`config.mk`:
```
export PLATFORM = sky130hd
export DESIGN_NAME = id_stage
export DESIGN_NICKNAME = d
export VERILOG_FILES = /design/src/rtl/cpu_pkg.sv /design/src/rtl/instr_decoder.sv /design/src/rtl/id_stage.sv
export SDC_FILE = /design/constraint.sdc
export NUM_CORES = 1
export LEC_CHECK = 0
export ABC_AREA = 1
export ABC_CLOCK_PERIOD_IN_PS = 2390
export CAP_MARGIN = 20
export CORE_AREA = 8 8 163 165
export CTS_CLUSTER_SIZE = 30
export DETAILED_ROUTE_END_ITERATION = 8
export DIE_AREA = 0 0 171 173
export GPL_TIMING_DRIVEN = 0
export PLACE_DENSITY = 0.84
export SYNTH_ARGS = -nofsm -noshare
export SYNTH_HDL_FRONTEND = slang
export SYNTH_HIERARCHICAL = 1
export SYNTH_SLANG_ARGS = --single-unit
```
`constraint.sdc`:
```
create_clock -name clk -period 2.39 [get_ports clk]
set_input_delay 0.239 -clock clk [delete_from_list [all_inputs] [get_ports clk]]
set_output_delay 0.239 -clock clk [all_outputs]
set_load 0.005 [all_outputs]
```
`src/rtl/cpu_pkg.sv`:
```
// cpu_pkg: shared RV32I opcodes, ALU ops, immediate types and the ID/EX register layout
package cpu_pkg;

    typedef enum logic [6:0] {
        OPC_LUI    = 7'b0110111,
        OPC_AUIPC  = 7'b0010111,
        OPC_JAL    = 7'b1101111,
        OPC_JALR   = 7'b1100111,
        OPC_BRANCH = 7'b1100011,
        OPC_LOAD   = 7'b0000011,
        OPC_STORE  = 7'b0100011,
        OPC_OPIMM  = 7'b0010011,
        OPC_OP     = 7'b0110011
    } opcode_t;

    typedef enum logic [3:0] {
        ALU_ADD, ALU_SUB, ALU_SLL, ALU_SLT, ALU_SLTU,
        ALU_XOR, ALU_SRL, ALU_SRA, ALU_OR, ALU_AND, ALU_PASSB
    } alu_op_t;

    typedef enum logic [2:0] {IMM_I, IMM_S, IMM_B, IMM_U, IMM_J, IMM_NONE} imm_type_t;

    localparam logic [31:0] NOP_INSTR = 32'h00000013;

    typedef struct packed {
        logic        valid;
        logic [31:0] pc;
        logic [31:0] rs1_data;
        logic [31:0] rs2_data;
        logic [31:0] imm;
        logic [4:0]  rs1;
        logic [4:0]  rs2;
        logic [4:0]  rd;
        alu_op_t     alu_op;
        logic        alu_src_imm;
        logic        alu_src_pc;
        logic        reg_write;
        logic        mem_read;
        logic        mem_write;
        logic        branch;
        logic        jump;
        logic        illegal;
        logic [2:0]  funct3;
    } idex_t;

    // alt selects SUB/SRA; callers decide whether instr[30] is meaningful
    function automatic alu_op_t f3_alu(input logic [2:0] f3, input logic alt);
        case (f3)
            3'b000:  return alt ? ALU_SUB : ALU_ADD;
            3'b001:  return ALU_SLL;
            3'b010:  return ALU_SLT;
            3'b011:  return ALU_SLTU;
            3'b100:  return ALU_XOR;
            3'b101:  return alt ? ALU_SRA : ALU_SRL;
            3'b110:  return ALU_OR;
            default: return ALU_AND;
        endcase
    endfunction

    function automatic logic [31:0] gen_imm(input logic [31:0] i, input imm_type_t t);
        case (t)
            IMM_I:   return {{20{i[31]}}, i[31:20]};
            IMM_S:   return {{20{i[31]}}, i[31:25], i[11:7]};
            IMM_B:   return {{19{i[31]}}, i[31], i[7], i[30:25], i[11:8], 1'b0};
            IMM_U:   return {i[31:12], 12'b0};
            IMM_J:   return {{11{i[31]}}, i[31], i[19:12], i[20], i[30:21], 1'b0};
            default: return 32'b0;
        endcase
    endfunction

endpackage

```
`src/rtl/instr_decoder.sv`:
```
// instr_decoder: combinational RV32I decode into ID/EX control fields, source-use masks and immediate
module instr_decoder
    import cpu_pkg::*;
(
    input  logic [31:0] i_instr,
    output idex_t       o_ctrl,
    output logic        o_use_rs1,
    output logic        o_use_rs2
);

    logic [6:0] w_opc;
    logic [2:0] w_f3;
    logic [4:0] w_rd;
    logic       w_writes;
    imm_type_t  w_imm_type;

    assign w_opc = i_instr[6:0];
    assign w_f3  = i_instr[14:12];
    assign w_rd  = i_instr[11:7];

    // per-opcode control; unknown opcodes leave everything 0 except illegal
    always_comb begin
        o_ctrl     = '0;
        o_use_rs1  = 1'b0;
        o_use_rs2  = 1'b0;
        w_writes   = 1'b0;
        w_imm_type = IMM_NONE;
        case (w_opc)
            OPC_LUI: begin
                w_imm_type = IMM_U; o_ctrl.alu_op = ALU_PASSB; o_ctrl.alu_src_imm = 1'b1; w_writes = 1'b1;
            end
            OPC_AUIPC: begin
                w_imm_type = IMM_U; o_ctrl.alu_src_imm = 1'b1; o_ctrl.alu_src_pc = 1'b1; w_writes = 1'b1;
            end
            OPC_JAL: begin
                w_imm_type = IMM_J; o_ctrl.alu_src_imm = 1'b1; o_ctrl.jump = 1'b1; w_writes = 1'b1;
            end
            OPC_JALR: begin
                w_imm_type = IMM_I; o_ctrl.alu_src_imm = 1'b1; o_ctrl.jump = 1'b1; w_writes = 1'b1;
                o_use_rs1 = 1'b1; o_ctrl.funct3 = w_f3;
            end
            OPC_BRANCH: begin
                w_imm_type = IMM_B; o_ctrl.alu_op = ALU_SUB; o_ctrl.branch = 1'b1;
                o_use_rs1 = 1'b1; o_use_rs2 = 1'b1; o_ctrl.funct3 = w_f3;
            end
            OPC_LOAD: begin
                w_imm_type = IMM_I; o_ctrl.alu_src_imm = 1'b1; o_ctrl.mem_read = 1'b1; w_writes = 1'b1;
                o_use_rs1 = 1'b1; o_ctrl.funct3 = w_f3;
            end
            OPC_STORE: begin
                w_imm_type = IMM_S; o_ctrl.alu_src_imm = 1'b1; o_ctrl.mem_write = 1'b1;
                o_use_rs1 = 1'b1; o_use_rs2 = 1'b1; o_ctrl.funct3 = w_f3;
            end
            OPC_OPIMM: begin
                w_imm_type = IMM_I; o_ctrl.alu_op = f3_alu(w_f3, i_instr[30] & (w_f3 == 3'b101));
                o_ctrl.alu_src_imm = 1'b1; w_writes = 1'b1; o_use_rs1 = 1'b1; o_ctrl.funct3 = w_f3;
            end
            OPC_OP: begin
                o_ctrl.alu_op = f3_alu(w_f3, i_instr[30]); w_writes = 1'b1;
                o_use_rs1 = 1'b1; o_use_rs2 = 1'b1; o_ctrl.funct3 = w_f3;
            end
            default: o_ctrl.illegal = 1'b1;
        endcase
        o_ctrl.rd        = w_writes ? w_rd : 5'd0;
        o_ctrl.reg_write = w_writes & (w_rd != 5'd0);
        o_ctrl.rs1       = o_use_rs1 ? i_instr[19:15] : 5'd0;
        o_ctrl.rs2       = o_use_rs2 ? i_instr[24:20] : 5'd0;
        o_ctrl.imm       = gen_imm(i_instr, w_imm_type);
    end

endmodule

```
`src/rtl/id_stage.sv`:
```
// id_stage: RV32I decode stage with IF/ID and ID/EX registers, load-use stall and flush bubbles
module id_stage
    import cpu_pkg::*;
(
    input  logic        clk,
    input  logic        rst_n,
    input  logic        if_valid,
    input  logic [31:0] if_instr,
    input  logic [31:0] if_pc,
    input  logic        flush,
    input  logic        ex_mem_read,
    input  logic [4:0]  ex_rd,
    output logic [4:0]  rf_src1,
    output logic [4:0]  rf_src2,
    input  logic [31:0] rf_data1,
    input  logic [31:0] rf_data2,
    output logic        stall,
    output logic        idex_valid,
    output logic [31:0] idex_pc,
    output logic [31:0] idex_rs1_data,
    output logic [31:0] idex_rs2_data,
    output logic [31:0] idex_imm,
    output logic [4:0]  idex_rs1,
    output logic [4:0]  idex_rs2,
    output logic [4:0]  idex_rd,
    output logic [3:0]  idex_alu_op,
    output logic        idex_alu_src_imm,
    output logic        idex_alu_src_pc,
    output logic        idex_reg_write,
    output logic        idex_mem_read,
    output logic        idex_mem_write,
    output logic        idex_branch,
    output logic        idex_jump,
    output logic        idex_illegal,
    output logic [2:0]  idex_funct3
);

    logic        r_ifid_valid;
    logic [31:0] r_ifid_instr;
    logic [31:0] r_ifid_pc;
    idex_t       r_idex;
    idex_t       w_dec;
    idex_t       w_idex_d;
    logic        w_use_rs1;
    logic        w_use_rs2;
    logic        w_hazard;

    instr_decoder u_dec (
        .i_instr   (r_ifid_instr),
        .o_ctrl    (w_dec),
        .o_use_rs1 (w_use_rs1),
        .o_use_rs2 (w_use_rs2)
    );

    assign rf_src1  = w_dec.rs1;
    assign rf_src2  = w_dec.rs2;
    assign w_hazard = r_ifid_valid & ex_mem_read & (ex_rd != 5'd0) &
                      ((w_use_rs1 & (w_dec.rs1 == ex_rd)) | (w_use_rs2 & (w_dec.rs2 == ex_rd)));
    assign stall    = w_hazard & ~flush;

    // IF/ID: hold on stall; flush kills the younger instruction regardless
    always_ff @(posedge clk or negedge rst_n) begin
        if (!rst_n) begin
            r_ifid_valid <= 1'b0;
            r_ifid_instr <= 32'b0;
            r_ifid_pc    <= 32'b0;
        end else begin
            if (!stall) begin
                r_ifid_valid <= if_valid;
                r_ifid_instr <= if_instr;
                r_ifid_pc    <= if_pc;
            end
            if (flush) r_ifid_valid <= 1'b0;
        end
    end

    // next ID/EX: decoded instruction plus operands, or an all-zero bubble on flush/hazard
    always_comb begin
        w_idex_d          = w_dec;
        w_idex_d.valid    = r_ifid_valid;
        w_idex_d.pc       = r_ifid_pc;
        w_idex_d.rs1_data = rf_data1;
        w_idex_d.rs2_data = rf_data2;
        if (flush | w_hazard) w_idex_d = '0;
    end

    // ID/EX register
    always_ff @(posedge clk or negedge rst_n) begin
        if (!rst_n) r_idex <= '0;
        else        r_idex <= w_idex_d;
    end

    assign idex_valid       = r_idex.valid;
    assign idex_pc          = r_idex.pc;
    assign idex_rs1_data    = r_idex.rs1_data;
    assign idex_rs2_data    = r_idex.rs2_data;
    assign idex_imm         = r_idex.imm;
    assign idex_rs1         = r_idex.rs1;
    assign idex_rs2         = r_idex.rs2;
    assign idex_rd          = r_idex.rd;
    assign idex_alu_op      = r_idex.alu_op;
    assign idex_alu_src_imm = r_idex.alu_src_imm;
    assign idex_alu_src_pc  = r_idex.alu_src_pc;
    assign idex_reg_write   = r_idex.reg_write;
    assign idex_mem_read    = r_idex.mem_read;
    assign idex_mem_write   = r_idex.mem_write;
    assign idex_branch      = r_idex.branch;
    assign idex_jump        = r_idex.jump;
    assign idex_illegal     = r_idex.illegal;
    assign idex_funct3      = r_idex.funct3;

endmodule

```
==> summary.md <==
| Metric | Value |
|---|---|
| Outcome | complete, but fails checks |
| Failing checks | setup timing |
| Vias in the first global route | 8571 |
| Seq pwr share | 45.1% |
| Seq. cell area | 5609 µm² |
| Setup crit start | r_ifid_instr[2] |
| Register-to-Register Path Depth | 23 |
| Fraction of final layout cells sized beyond drive strength 1 | 17.31% |
| Final hold viol count | 0 |
| Syn Inst Count | 1055 |
| Drt via density | 4.723 |
| Internal | 6813 µW |
| CP bufs+invs | 7 |
| Syn Area/Cell | 8.686 µm² |
| DR vias | 8417 |
| CP endpoint | stall |
| Die area | 29580 µm² |
| Layout Nets | 1575 |
| Clk network pwr share | 43.2% |
| Cts bufs inserted | 25 |
| # rows | 57 |
| Die Ht | 173 µm |
| Root Buffer | clkbuf_16 |
| Post-layout util | 61.58% |
| Drt drc | 0 |
| DP Wirelength | 22180 µm |
| Worst slew pin tran | 0.5336 ns |
| Top routing layer used | met5 |
| Routed WL | 31780 µm |
| Clk Latency, worst-skew pair | 0.52 ns |
| Pwr Density | 606.0 nW/µm² |
| Post-Place Cells | 1688 |
| CTS H-tree depth | 1 |
| WP data required | 2.15 ns |
| Met2 routed WL | 16220 µm |
| Synthesis-to-layout area growth | 61.02% |
| Max_cap viols | 0 |
| Worst R2R End | idex_rs2_data[28] |
| HP Class | input pin to flip-flop |
| Critical R2R Launch | r_ifid_instr[0] |
| Grt ovf | 0 |
| Fill count | 1911 |
| Initial Util | 38.24% |
| Slew Limit Fails | 0 |
| RSZ-0062 raised after global routing | true |
| Syn nets | 1193 |
| Pin count of the biggest net entering global routing | 83 |
| Total global-route track usage | 19.74% |
| P_sw | 2128 µW |
| Delay-heaviest family, CP | simple AND/OR/NAND/NOR gates |
| Clock-pin slew on the worst setup and hold paths | 0.06 ns |
| Final ANT Viol Nets | 0 |
| Die W | 171 µm |
| Io pins | 308 |
| Max transition margin | 64.42% |
| Worst path depth | 19 |
| Ys Warns | 6 |
| CP Data Arrival Time | 2.84 ns |
| Drt wl/cell | 17.83 µm |
| # port buffers | 307 |
| Core Area | 23960 µm² |
| Antenna violations before repair | 8 |
| Post-route insts no fill | 1782 |
| IR drop worst, VDD | 0.0005568 V |
| Top cell by count, worst path | nor2_4 |
| # clock sinks | 224 |
| Critical Setup Path Class | flip-flop to primary output |
| Initial drt markers | 746 |
| CTS tree | done |
| Final GP Congestion | 0.9075 |
| CTS max path bufs | 3 |
| Logic pwr share | 11.8% |
| Met3 wire len | 2832 µm |
| Max stage delay on crit path | 0.45 ns |
| Startpoint types | flip-flop |
| Worst Path Max Fanout | 6 |
| Final setup fails | 235 |
| Post-Route M1 WL | 11710 µm |
| CP cell instances | nor2_4 -> nand2_4 -> nor2_4 -> nor2_4 -> inv_2 -> nor2_4 -> buf_12 -> nor2_4 -> inv_2 -> nand2_2 -> nand2_2 -> nor2_1 -> nand3_1 -> nand2_2 -> nand3_4 -> buf_8 -> buf_6 -> inv_2 -> buf_6 |
| Final min period | 3.076 ns |
| Leakage power | 0.007180 µW |
| Tcrit/Tclk final | 128.7% |
| Register-to-register setup slack | -0.68 ns |
| Multi-input logic area | 2924 µm² |
| Detailed-router iteration count before antenna repair | 6 |
| Crit end category | primary output |
| Global-route wire length before repair | 46350 µm |
| Worst Slack Setup Final | -0.6861 ns |
| Post-Synthesis Cell Area | 9164 µm² |
| F_max | 325.1 MHz |
| Critical path's slowest cell | dfrtp_2 |
| Net Sw Frac | 23.80% |
| Clock skew | 0.01116 ns |
==> metal layers <==
layer  up-vias  global-route usage, %
li1       3956                      -
met1      3998                  22.26
met2       365                  35.38
met3        86                  5.534
met4        12                  6.017
met5         -                      0
==> flip-flops by register name, summed over array words and instances (netlist names), 3 cells and up <==
| register | flops |
|---|---|
| idex_imm | 32 |
| idex_alu_op | 4 |
| idex_rs1 | 5 |
| idex_rs1_data | 32 |
| idex_rs2_data | 32 |
| r_ifid_instr | 32 |
| idex_pc | 32 |
| idex_funct3 | 3 |
| idex_rd | 5 |
| r_ifid_pc | 32 |
| idex_rs2 | 5 |
==> timing repair <==
action | CTS | global route
buffers inserted | 16 | 16
cloned | 7 | 6
endpoints found under the setup margin | 235 | 235
pin swaps | 11 | 18
hold endpoints to repair | 64 | 0
resized for setup | 96 | 112
hold buffers | 1 | 0
==> worst reg2reg max path, delay by kind of cell, from the launching register on <==
| family | cells | cell delay, ns |
|---|---|---|
| and+or+nand+nor | 11 | 0.97 |
| DFF | 1 | 0.40 |
| buffers and inverters | 12 | 1.62 |
==> metrics by stage <==
stage / area [µm²] / worst slack (ns) / setup TNS (ns) / hold WS [ns] / power, µW
6_report: 14760 / -0.6861 / -118.01 / 0.2399 / 8941
5_1_grt: 14760 / -0.8222 / -148.07 / 0.2288 / 9289
4_1_cts: 14110 / -0.6780 / -73.07 / 0.2142 / 8905
3_5_place_dp: 12700 / -1.211 / -117.62 / 0.2124 / 4971
3_3_place_gp: 12640 / -8.016 / -1892.17 / 0.4778 / 4934
2_1_floorplan: 9164 / 0.01956 / 0 / -0.05659 / 4343
==> power by group through the flow <==
stage	Sequential [µW]	Combinational [µW]	Clock, µW
detailed placement	4090	879	0
global placement	4090	845	0
finish	4030	1050	3860
global route	4040	1150	4100
CTS	4020	955	3930
floorplan	4090	258	0
==> layout make-up <==
| class | count | share of cell area, % |
|---|---|---|
| multi-input combinational | 576 | 19.82 |
| clock buffer | 32 | 4.486 |
| sequential | 224 | 38.01 |
| timing repair buffer | 355 | 25.26 |
| buffer | 54 | 3.434 |
| antenna | 2 | 0.03392 |
| inverter | 201 | 5.113 |
| clock inverter | 14 | 1.094 |
| tap | 324 | 2.747 |
==> cell usage in the layout, fill, tap and decap left out, types with 11 or more instances in the layout <==
cell	count
nor2_1	110
nand4_1	84
dfrtp_1	221
inv_1	190
clkbuf_1	17
clkdlybuf4s50_1	305
inv_2	11
nor2_2	62
nand3_1	18
nand2_1	234
buf_4	38
nor2_4	30
buf_6	14
clkbuf_16	31
==> worst min path at each step <==
stage                  start                 to  depth (start not counted)
6_report        rf_data1[17]  idex_rs1_data[17]                          3
4_1_cts          rf_data2[4]   idex_rs2_data[4]                          3
2_1_floorplan          rst_n     idex_alu_op[0]                          0
3_3_place_gp   r_ifid_pc[27]        idex_pc[27]                          2
5_1_grt          rf_data2[2]   idex_rs2_data[2]                          3
3_5_place_dp           rst_n  idex_rs1_data[24]                          1
Power figures use the tool's default switching activity.
